--- config.mk ---
export PLATFORM = sky130hd
export DESIGN_NAME = bcd_serial_add_ctrl
export DESIGN_NICKNAME = d
export VERILOG_FILES = /design/src/rtl/bcd_pkg.sv /design/src/rtl/bcd_digit_cell.sv /design/src/rtl/bcd_serial_add_ctrl.sv
export SDC_FILE = /design/constraint.sdc
export NUM_CORES = 1
export LEC_CHECK = 0
export CAP_MARGIN = 10
export CORE_MARGIN = 5
export CORE_UTILIZATION = 46
export DETAILED_ROUTE_END_ITERATION = 16
export HOLD_SLACK_MARGIN = 0.15
export PLACE_DENSITY = 0.75
export SETUP_SLACK_MARGIN = 0.3
export SKIP_CTS_REPAIR_TIMING = 1
export SLEW_MARGIN = 10
export SYNTH_ARGS = -nofsm -noshare
export SYNTH_HDL_FRONTEND = slang
export SYNTH_SLANG_ARGS = --single-unit
--- constraint.sdc ---
create_clock -name clk -period 3.8 [get_ports clk]
set_input_delay 0.57 -clock clk [delete_from_list [all_inputs] [get_ports clk]]
set_output_delay 0.57 -clock clk [all_outputs]
set_load 0.02 [all_outputs]
--- src/rtl/bcd_pkg.sv ---
// Shared definitions for the serial BCD adder: controller states and BCD constants.
package bcd_pkg;

  typedef enum logic [1:0] {
    ST_IDLE = 2'd0,
    ST_ADD  = 2'd1,
    ST_DONE = 2'd2
  } bcd_state_t;

  localparam logic [3:0] BCD_MAX_DIGIT  = 4'd9;
  localparam logic [3:0] BCD_CORRECTION = 4'd6;

endpackage

--- src/rtl/bcd_digit_cell.sv ---
// Single-digit BCD adder: binary add of two digits plus carry, then decimal correction.
module bcd_digit_cell
  import bcd_pkg::*;
(
  input  logic [3:0] a,
  input  logic [3:0] b,
  input  logic       cin,
  output logic [3:0] sum,
  output logic       cout,
  output logic       digit_err
);

  logic [4:0] raw;
  logic [4:0] corrected;

  // Raw sum, decimal correction when the result leaves the 0..9 range, and digit validity flag.
  always_comb begin
    raw       = {1'b0, a} + {1'b0, b} + {4'd0, cin};
    corrected = raw + {1'b0, BCD_CORRECTION};
    sum       = raw[3:0];
    cout      = 1'b0;
    if (raw > {1'b0, BCD_MAX_DIGIT}) begin
      sum  = corrected[3:0];
      cout = 1'b1;
    end
    digit_err = (a > BCD_MAX_DIGIT) || (b > BCD_MAX_DIGIT);
  end

endmodule

--- src/rtl/bcd_serial_add_ctrl.sv ---
// Serial BCD adder controller: one digit per clock through a single shared digit cell.
module bcd_serial_add_ctrl
  import bcd_pkg::*;
#(
  parameter int NDIG = 4
) (
  input  logic              clk,
  input  logic              rst,
  input  logic              start,
  input  logic [4*NDIG-1:0] A,
  input  logic [4*NDIG-1:0] B,
  input  logic              Cin,
  output logic              busy,
  output logic              done,
  output logic [4*NDIG-1:0] Sum,
  output logic              Cout,
  output logic              err
);

  localparam int W     = 4 * NDIG;
  localparam int IDX_W = (NDIG > 1) ? $clog2(NDIG) : 1;
  localparam logic [IDX_W-1:0] LAST_IDX = IDX_W'(NDIG - 1);

  bcd_state_t       state_q, state_d;
  logic [IDX_W-1:0] idx_q, idx_d;
  logic [W-1:0]     a_q, a_d;
  logic [W-1:0]     b_q, b_d;
  logic             carry_q, carry_d;
  logic [W-1:0]     sum_q, sum_d;
  logic             cout_q, cout_d;
  logic             err_q, err_d;

  logic [3:0] dig_a;
  logic [3:0] dig_b;
  logic [3:0] cell_sum;
  logic       cell_cout;
  logic       cell_err;

  // Select the operand digits addressed by the current index.
  always_comb begin
    dig_a = a_q[4*int'(idx_q) +: 4];
    dig_b = b_q[4*int'(idx_q) +: 4];
  end

  bcd_digit_cell u_cell (
    .a         (dig_a),
    .b         (dig_b),
    .cin       (carry_q),
    .sum       (cell_sum),
    .cout      (cell_cout),
    .digit_err (cell_err)
  );

  // Next-state logic: accept in IDLE/DONE, step one digit per cycle in ADD.
  always_comb begin
    state_d = state_q;
    idx_d   = idx_q;
    a_d     = a_q;
    b_d     = b_q;
    carry_d = carry_q;
    sum_d   = sum_q;
    cout_d  = cout_q;
    err_d   = err_q;
    case (state_q)
      ST_IDLE, ST_DONE: begin
        if (start) begin
          a_d     = A;
          b_d     = B;
          carry_d = Cin;
          idx_d   = '0;
          sum_d   = '0;
          cout_d  = 1'b0;
          err_d   = 1'b0;
          state_d = ST_ADD;
        end else begin
          state_d = ST_IDLE;
        end
      end
      ST_ADD: begin
        sum_d[4*int'(idx_q) +: 4] = cell_sum;
        carry_d = cell_cout;
        if (cell_err) begin
          err_d = 1'b1;
        end
        if (idx_q == LAST_IDX) begin
          cout_d  = cell_cout;
          idx_d   = '0;
          state_d = ST_DONE;
        end else begin
          idx_d = idx_q + IDX_W'(1);
        end
      end
      default: begin
        state_d = ST_IDLE;
      end
    endcase
  end

  // State register with synchronous reset that clears all datapath state.
  always_ff @(posedge clk) begin
    if (rst) begin
      state_q <= ST_IDLE;
      idx_q   <= '0;
      a_q     <= '0;
      b_q     <= '0;
      carry_q <= 1'b0;
      sum_q   <= '0;
      cout_q  <= 1'b0;
      err_q   <= 1'b0;
    end else begin
      state_q <= state_d;
      idx_q   <= idx_d;
      a_q     <= a_d;
      b_q     <= b_d;
      carry_q <= carry_d;
      sum_q   <= sum_d;
      cout_q  <= cout_d;
      err_q   <= err_d;
    end
  end

  // Status decode and registered result outputs.
  always_comb begin
    busy = (state_q == ST_ADD);
    done = (state_q == ST_DONE);
    Sum  = sum_q;
    Cout = cout_q;
    err  = err_q;
  end

endmodule

==> results of run 1 <==
cell usage after synthesis, drive strengths merged:
| cell | number | area, µm² |
|---|---|---|
| a21o | 2 | 16.3 |
| a21oi | 44 | 235 |
| a22oi | 4 | 30.0 |
| a31o | 1 | 17.5 |
| a31oi | 1 | 6.26 |
| a32oi | 7 | 61.3 |
| a41oi | 3 | 26.3 |
| and2 | 1 | 6.26 |
| and2b | 1 | 7.51 |
| and3 | 1 | 7.51 |
| and4 | 2 | 17.5 |
| buf | 11 | 57.6 |
| clkbuf | 11 | 41.3 |
| dfxtp | 55 | 1100 |
| fa | 2 | 40.0 |
| ha | 8 | 100 |
| inv | 4 | 15.0 |
| mux2 | 1 | 15.0 |
| mux2i | 1 | 13.8 |
| mux4 | 8 | 180 |
| nand2 | 75 | 282 |
| nand2b | 2 | 12.5 |
| nand3 | 5 | 25.0 |
| nand3b | 4 | 30.0 |
| nand4 | 3 | 18.8 |
| nor2 | 13 | 56.3 |
| nor2b | 5 | 31.3 |
| nor3 | 6 | 30.0 |
| nor3b | 3 | 22.5 |
| nor4 | 1 | 6.26 |
| o21ai | 2 | 10.0 |
| o31ai | 12 | 124 |
| or2 | 1 | 6.26 |
| or3 | 1 | 6.26 |
| or4 | 1 | 11.3 |
| xnor2 | 1 | 16.3 |
sequential cells by signal, summed over array words and instances (netlist names):
register / cells
Sum: 16
a_q: 16
b_q: 16
idx_q: 2
state_q: 2
Cout: 1
carry_q: 1
err: 1
final timing paths:
| check | to | from | slack, ns | cells after the start |
|---|---|---|---|---|
| min | a_q[10] | a_q[10] | 0.46 | 2 |
| max | Sum[6] | idx_q[0] | 0.43 | 10 |
| min reg2reg | a_q[10] | a_q[10] | 0.46 | 2 |
| max reg2reg | Sum[6] | idx_q[0] | 0.43 | 10 |
power by group through the flow:
stage | clock network (mW) | logic (mW) | registers, mW
after detailed placement | 0 | 0.303 | 0.636
after global placement | 0 | 0.298 | 0.634
after CTS | 0.390 | 0.304 | 0.622
after floorplan | 0 | 0.221 | 0.631
after global routing | 0.415 | 0.335 | 0.626
final | 0.379 | 0.306 | 0.622
per-stage QoR:
| step | util (%) | power [mW] | setup slack (ns) | instances | hold slack, ns |
|---|---|---|---|---|---|
| after global routing | 61.0 | 1.38 | 0.301 | 420 | 0.483 |
| after CTS | 60.9 | 1.32 | 0.290 | 420 | 0.460 |
| after floorplan | - | 0.852 | 0.286 | 303 | 0.433 |
| final | 61.0 | 1.31 | 0.427 | 420 | 0.459 |
| after global placement | 59.0 | 0.933 | 0.395 | 413 | 0.435 |
| after detailed placement | 59.0 | 0.939 | 0.307 | 413 | 0.446 |
area by class of cell:
class / count / area share (%)
clock buffers: 5 / 2.03
clock inverters: 2 / 1.10
inverters: 4 / 0.515
multi-input cells: 222 / 44.0
flip-flops and latches: 55 / 32.5
well taps: 72 / 2.65
repair buffers: 60 / 17.2
layout by cell type, fill, tap and decap left out, drive strengths merged, types with 2 or more instances in the layout:
master         instances
nor2                  13
a21o                   2
and4                   2
nand3                  5
a22oi                  4
o21ai                  2
a21oi                 44
clkdlybuf4s50         54
nor2b                  5
clkbuf                 5
a41oi                  3
ha                     8
nand3b                 4
fa                     2
o31ai                 12
a32oi                  7
inv                    4
nand4                  3
nor3                   6
dfxtp                 55
mux4                   8
nand2b                 2
nor3b                  3
nand2                 75
buf                    6
per-layer routing:
layer	vias up	global-route usage (%)	wire length [µm]
li1	1158	-	-
met5	-	0	0
met4	0	6.80	102
met1	1068	20.9	2700
met2	90	30.1	3030
met3	9	3.42	445
kinds of logic (layout without fill, tap and decap cells):
logic type                 after synthesis  count (layout)
AOI/OAI and AO/OA                       76              76
xor gates and xnor gates                 1               1
adders and majority gates               10              10
buffers and inverters                   26              71
DFF                                     55              55
muxes                                   10              10
and+or+nand+nor                        125             125
worst register-to-register path, stage by stage, from the launching register on:
cell and delay [ns]:
dfxtp_4 0.41, mux4_2 0.53, fa_2 0.40, fa_2 0.59, inv_4 0.05, ha_4 0.15
nor2b_4 0.12, a31o_4 0.24, o31ai_4 0.27, mux2_4 0.37, o31ai_2 0.17
==> flow_summary.yaml, run 1 <==
synth:
  seq_area_frac_synth_pct: 41.0
  syn-instance-count: 303
  synth_warnings: 0
  ys_ff_latch: 55
  syn_nets: 349
  synthSimpleGateAreaFrac_pct: 21.5
  synth_compound_area_share_pct: 19.6
  synth_xor_area_share_pct: 0.606
  avgSynthCellArea_um2: 8.86
  muxShareOfSynthArea_pct: 7.79
  syn_area_um2: 2680
  synth_fa_ha_area_share_pct: 5.22
  synth_top_family_by_area: "simple AND/OR/NAND/NOR gates"
  synth_cell_types: 46
sta:
  setup_tns_ns: 0
  worst_slew_pin_slew_ns: 1.04
  hold_viol_final: 0
  finalCriticalPeriod_ns: 3.37
  rsz0062_at_grt: "no"
  slew_viol_final: 0
  finalCritPeriodShare_pct: 88.8
  setup_violations: 0
  fin_skew_ns: 0.00505
  slew_headroom_pct: 30.3
  clock.fmax_mhz: 296
detailed_routing:
  wl_per_cell_um: 15.0
  drt_iter0_markers: 114
  dr.pass1.iters: 4
  vias: 2325
  ant_nets: 0
  drt-total-wl_um: 6280
  remaining_drc_errors: 0
  viasPerCell: 5.54
critical_path:
  cp_cell_sequence: "mux4_2 > fa_2 > fa_2 > inv_4 > ha_4 > nor2b_4 > a31o_4 > o31ai_4 > mux2_4 > o31ai_2"
  crit_path_start_kind: "register"
  crit_type: "register to register"
  path_buf_inv: 1
  critPathMaxStageDelay_ns: 0.58
  crit_top_cell: "fa_2"
  cp_slowest_cell: "fa_2"
  cp-end-kind: "register"
  critPathArrivalTime_ns: 3.60
  crit_fanout: 7
  worstPathRequired_ns: 4.03
  crit_family: "adder cells"
floorplan:
  die_h_um: 86.4
  io_pins: 56
  start_util_pct: 48.1
  die-area_um2: 7460
  rows: 27
  fp.dieW_um: 86.4
  core_um2: 5570
clocking:
  h-tree-depth: 2
  worst_skew_pair.late_latency_ns: 0.31
  cts_buffers: 5
  path_clk_slew_ns: 0.10
  cts_tree: "done"
  cts.path.max_buffers: 2
  clock_sinks: 55
  cts_root_buf: "clkbuf_8"
cells_and_area:
  area_growth_pct: 26.6
  final_design_area_no_fill_um2: 3400
  multi_input_area_um2: 1500
  nets: 394
  n_antenna_cell: 0
  regArea_um2: 1100
  drive_gt1_share_pct: 12.6
  fillerInstances: 513
global_route:
  grt.overflow.total: 0
  grt_max_degree: 60
  grt_pass1_wl_um: 10400
  grt_pass1_vias: 2181
  grt_usage_pct: 17.3
  antenna_found_initial: 0
power:
  power.density_nw_per_um2: 384
  swShare_pct: 28.5
  clkPwrFrac_pct: 29.0
  p_leak_nw: 1.19
  p_int_mw: 0.934
  max-vdd-ir-drop_mv: 0.182
  pwr-share-seq_pct: 47.6
  netSwitchingPower_mw: 0.372
  combPwrFrac_pct: 23.4
placed_design:
  port_buffers: 55
  gp_congestion: 0.901
  place_hpwl_um: 4730
  place_area_um2: 3290
job:
  cap_viol_max_count: 0
run_status:
  status: "completed"
hold_path:
  hold_class: "register to register"
Power figures use the tool's default switching activity.
==> run 2: changes to the inputs <==
Settings changed: SLEW_MARGIN 10 to 20.
==> results of run 2 <==
Final layout, timing and power as in run 1 (identical DEF).
